## config.mk

```make
export PLATFORM = sky130hd
export DESIGN_NAME = isu_exu_skid
export DESIGN_NICKNAME = d
export VERILOG_FILES = /design/src/rtl/isu_exu_skid.sv
export SDC_FILE = /design/constraint.sdc
export NUM_CORES = 1
export LEC_CHECK = 0
export BUFFER_PORTS_ARGS = -buffer_cell sky130_fd_sc_hd__buf_2
export CORE_AREA = 2 2 302 304
export DETAILED_ROUTE_END_ITERATION = 6
export DIE_AREA = 0 0 304 306
export SLEW_MARGIN = 20
export SYNTH_ARGS = -nofsm -noshare
export SYNTH_HDL_FRONTEND = slang
export SYNTH_SLANG_ARGS = --single-unit
```

## constraint.sdc

```tcl
create_clock -name clock -period 10.9 [get_ports clock]
set_input_delay 1.09 -clock clock [delete_from_list [all_inputs] [get_ports clock]]
set_output_delay 1.09 -clock clock [all_outputs]
set_load 0.01 [all_outputs]
```

## src/rtl/isu_exu_skid.sv

```systemverilog
// isu_exu_skid: two-entry in-order skid buffer between issue and execute with flush kill and kill counter
module isu_exu_skid #(
  parameter int DATA_WIDTH = 248,
  parameter int ID_WIDTH   = 7
) (
  input  logic                  clock,
  input  logic                  reset_n,
  input  logic                  in_valid,
  output logic                  in_ready,
  input  logic [DATA_WIDTH-1:0] in_payload,
  input  logic [63:0]           in_src1,
  input  logic [63:0]           in_src2,
  output logic                  out_valid,
  input  logic                  out_ready,
  output logic [DATA_WIDTH-1:0] out_payload,
  output logic [63:0]           out_src1,
  output logic [63:0]           out_src2,
  input  logic                  flush_valid,
  input  logic [ID_WIDTH-1:0]   flush_id,
  output logic [1:0]            occupancy,
  output logic [15:0]           kill_count
);
  localparam int EW = DATA_WIDTH + 128;

  logic          h_v, t_v, nh_v, nt_v;
  logic [EW-1:0] h_d, t_d, nh_d, nt_d, in_d;
  logic          kill_h, kill_t, kill_in, push, pop, acc, hs, ts;
  logic [1:0]    kills;
  logic [16:0]   kc_sum;
  logic [15:0]   nkc;

  function automatic logic younger(input logic [ID_WIDTH-1:0] a, input logic [ID_WIDTH-1:0] f);
    return (a[ID_WIDTH-1] == f[ID_WIDTH-1]) ? (a[ID_WIDTH-2:0] > f[ID_WIDTH-2:0])
                                            : (a[ID_WIDTH-2:0] < f[ID_WIDTH-2:0]);
  endfunction

  assign in_d        = {in_payload, in_src1, in_src2};
  assign out_payload = h_d[EW-1 -: DATA_WIDTH];
  assign out_src1    = h_d[127:64];
  assign out_src2    = h_d[63:0];
  assign occupancy   = {1'b0, h_v} + {1'b0, t_v};
  assign in_ready    = !(h_v && t_v);

  // kill decisions, handshakes and compaction of survivors plus accepted input
  always_comb begin
    kill_h    = h_v && flush_valid && younger(h_d[EW-1 -: ID_WIDTH], flush_id);
    kill_t    = t_v && flush_valid && younger(t_d[EW-1 -: ID_WIDTH], flush_id);
    push      = in_valid && in_ready;
    kill_in   = push && flush_valid && younger(in_payload[DATA_WIDTH-1 -: ID_WIDTH], flush_id);
    acc       = push && !kill_in;
    out_valid = h_v && !kill_h;
    pop       = out_valid && out_ready;
    hs        = h_v && !kill_h && !pop;
    ts        = t_v && !kill_t;
    nh_v      = hs || ts || acc;
    nh_d      = hs ? h_d : ts ? t_d : acc ? in_d : h_d;
    nt_v      = (hs && ts) || ((hs || ts) && acc);
    nt_d      = (hs && ts) ? t_d : ((hs || ts) && acc) ? in_d : t_d;
    kills     = {1'b0, kill_h} + {1'b0, kill_t} + {1'b0, kill_in};
    kc_sum    = {1'b0, kill_count} + 17'(kills);
    nkc       = kc_sum[16] ? 16'hFFFF : kc_sum[15:0];
  end

  // entry state and saturating kill counter
  always_ff @(posedge clock or negedge reset_n) begin
    if (!reset_n) begin
      h_v        <= 1'b0;
      t_v        <= 1'b0;
      h_d        <= '0;
      t_d        <= '0;
      kill_count <= '0;
    end else begin
      h_v        <= nh_v;
      t_v        <= nt_v;
      h_d        <= nh_d;
      t_d        <= nt_d;
      kill_count <= nkc;
    end
  end
endmodule

```

==> impl_metrics.tcl <==
set metrics [dict create \
    status "complete, no violations" \
    ys.flop_type "dfrtp_1" \
    gp_congestion 0.862 \
    worstSetupPathType "in -> reg" \
    ys_top_cells_by_area "dfrtp_1 62%, mux2_1 12%, o22ai_1 7.6%" \
    layout_commonest_cell "buf_2" \
    nNetsFinal 3736 \
    gr-total-overflow 0 \
    setup_viol 0 \
    grt_pass1_wl_um 144000 \
    min_path_type "reg -> reg" \
    path_max_fanout 139 \
    cts_tree "yes" \
    cts_root_buffer "clkbuf_16" \
    routed_via_density 5.21 \
    async_flop_share_pct 100 \
    synth.avg_cell_area_um2 11.8 \
    initial_core_util_pct 34.8 \
    power_leakage_nw 17.3 \
    yosysUniqueCellTypes 44 \
    io_pins 784 \
    critPathArrivalTime_ns 5.40 \
    post_cts_buffers 0 \
    clock_sinks 770 \
    min_from "t_d[167]$_DFFE_PN0P_" \
    htree_levels 3 \
    worst_setup_path_start_kind "input port" \
    ys_ff_latch 770 \
    drive_above_1_share_pct 28.9 \
    ys.warnings.count 0 \
    drc 0 \
    hold_viol 0 \
    clkTransAtPathRegs_ns 0.05 \
    regToRegEndpoint "t_d[188]$_DFFE_PN0P_" \
    track_usage_pct 19.6 \
    reg2reg_from "t_d[374]$_DFFE_PN0P_" \
    synth_edf_count 0 \
    end_kind "register" \
    rsz0062_at_grt "false" \
    cts_max_path_buffers 3 \
    layout_min_cycle_time_ns 4.89 \
    drt_iter0_drc 1473 \
    dieArea_um2 93000 \
    wl_per_cell_um 20.5 \
    area_growth_pct 24.2 \
    ant_nets 0 \
    yosysSeqAreaShare_pct 61.8 \
    drtPass1Iterations 5 \
    netlist_instances 2634 \
    grt_max_degree 181 \
    peakVddDrop_uv 188 \
    yosysTopAreaCell "dfrtp_1" \
    wirelength_um 93900 \
    cap_violations 0 \
    holdBufCountCts 0 \
    grt_pass1_vias 23900 \
    cts_made_buffers 86 \
    die_w_um 304 \
    post-route-period-util_pct 44.9 \
    antenna_found_initial 34 \
    slew_viol_final 0 \
    final_cell_mix "782 x buf_2, 770 x dfrtp_1, 388 x nor2_1" \
    slew_headroom_pct 28.1 \
    rows 110 \
    core_area_um2 89600 \
    num_vias 23800 \
    setup_slack_ns 6.01 \
    dpl_worst_slack_ns 5.42 \
    dp.final_hpwl_um 60700 \
    cp.required_ns 11.41 \
    port-buffer-count 783 \
    die_y_um 306 \
    clk_latency_ns 0.64 \
    synth_top_area_share_pct 61.8 \
    power_density_nw_per_um2 311 \
    fin_skew_ns 0.0157 \
    tightestPinTransition_ns 1.08 \
    hold-path-endpoint "t_d[167]$_DFFE_PN0P_" \
    whs_path_depth 1 \
    worstRegToRegCells 10 \
    timing.setup.tns_ns 0 \
    max_freq_mhz 204 \
    syn_area_um2 31200 \
    syn_nets 3045 \
    r2r_slack_ns 6.20 \
    ctsResizeCount 0 \
]
==> per-layer routing <==
layer  up-vias  track usage [%]  share of wire, %
li1      10900                -                 -
met1     12000             24.3                41
met2       665             31.8                49
met3       207             5.23               6.3
met4        26             9.26               4.0
met5         -                0              0.18
==> sequential cells by signal, summed over array words and instances (netlist names) <==
register	flops
t_d	376
h_v	1
h_d	376
t_v	1
kill_count	16
==> power breakdown <==
part / total [W] / internal (W) / leakage [nW] / switching, W
clock network: 0.00282 / 0.00166 / 1.33 / 0.00116
registers: 0.00504 / 0.00430 / 8.88 / 0.000744
logic: 0.00415 / 0.00171 / 7.09 / 0.00244
total: 0.0120 / 0.00767 / 17.3 / 0.00435
==> metrics by stage <==
| stage | area [um2] | utilization [%] | instances | power, W | hold slack, ns |
|---|---|---|---|---|---|
| after floorplan | 31200 | - | 2634 | 0.00752 | 0.465 |
| after global placement | 35900 | 40.1 | 4413 | 0.00913 | 0.473 |
| after detailed placement | 35900 | 40.1 | 4413 | 0.00927 | 0.481 |
| after CTS | 38600 | 43.1 | 4558 | 0.0121 | 0.469 |
| after global routing | 38700 | 43.2 | 4574 | 0.0128 | 0.501 |
| final | 38700 | 43.2 | 4574 | 0.0120 | 0.489 |
==> cell usage after synthesis (2+ instances only) <==
library cell	number
nand2_1	23
nor2b_1	5
a21oi_1	387
buf_2	61
o21ai_0	4
o22ai_1	376
dfrtp_1	770
buf_1	23
nor3_1	2
ha_1	21
buf_6	10
clkbuf_1	107
nand4_1	4
nor2_1	388
nand2b_1	5
mux2i_1	3
nand3_1	10
o211ai_1	2
xor2_1	4
and3_1	4
mux2_2	37
inv_1	16
xnor2_1	7
mux2_1	339
buf_4	6
fa_1	2
==> cells by family (layout without fill, tap and decap cells) <==
kind of cell,count (synthesis),count (layout),synth area share (%)
and+or+nand+nor,449,449,5.72
other,0,16,0
AOI/OAI and AO/OA,778,778,14.2
xor gates and xnor gates,12,12,0.361
buffers and inverters,223,971,3.25
DFF,770,770,61.8
muxes,379,379,13.7
adders and majority gates,23,23,0.972
==> worst max-delay path by stage <==
stage / end / start / cells after the start / slack, ns
floorplan: kill_count[13]$_DFF_PN0_ / flush_id[5] / 18 / 6.11
global placement: t_d[195]$_DFFE_PN0P_ / flush_id[3] / 12 / 5.45
detailed placement: t_d[323]$_DFFE_PN0P_ / flush_id[3] / 12 / 5.42
CTS: t_d[323]$_DFFE_PN0P_ / flush_id[3] / 12 / 6.13
global route: kill_count[13]$_DFF_PN0_ / flush_id[5] / 18 / 5.75
finish: t_d[188]$_DFFE_PN0P_ / flush_id[5] / 12 / 6.01
==> critical path, stage by stage <==
cell and delay, ns:
buf_2 0.08, inv_1 0.06, ha_1 0.32, nand2_1 0.07, o21ai_0 0.50, o2111ai_1 0.34, o2111ai_4 0.22, buf_4 0.52
xnor2_2 0.19, nand2_8 0.56, buf_12 0.63, mux2_1 0.40
==> layout make-up <==
cell class              instances  area [um2]
diodes                         16        40.0
clock buffers                 128        2520
clock inverters                17         189
fillers                      8576       50900
inverters                      16        60.1
multi-input cells            1641       10900
flip-flops and latches        770       19300
well taps                    1176        1470
repair buffers                810        4210
(Power assumes the default switching activity.)
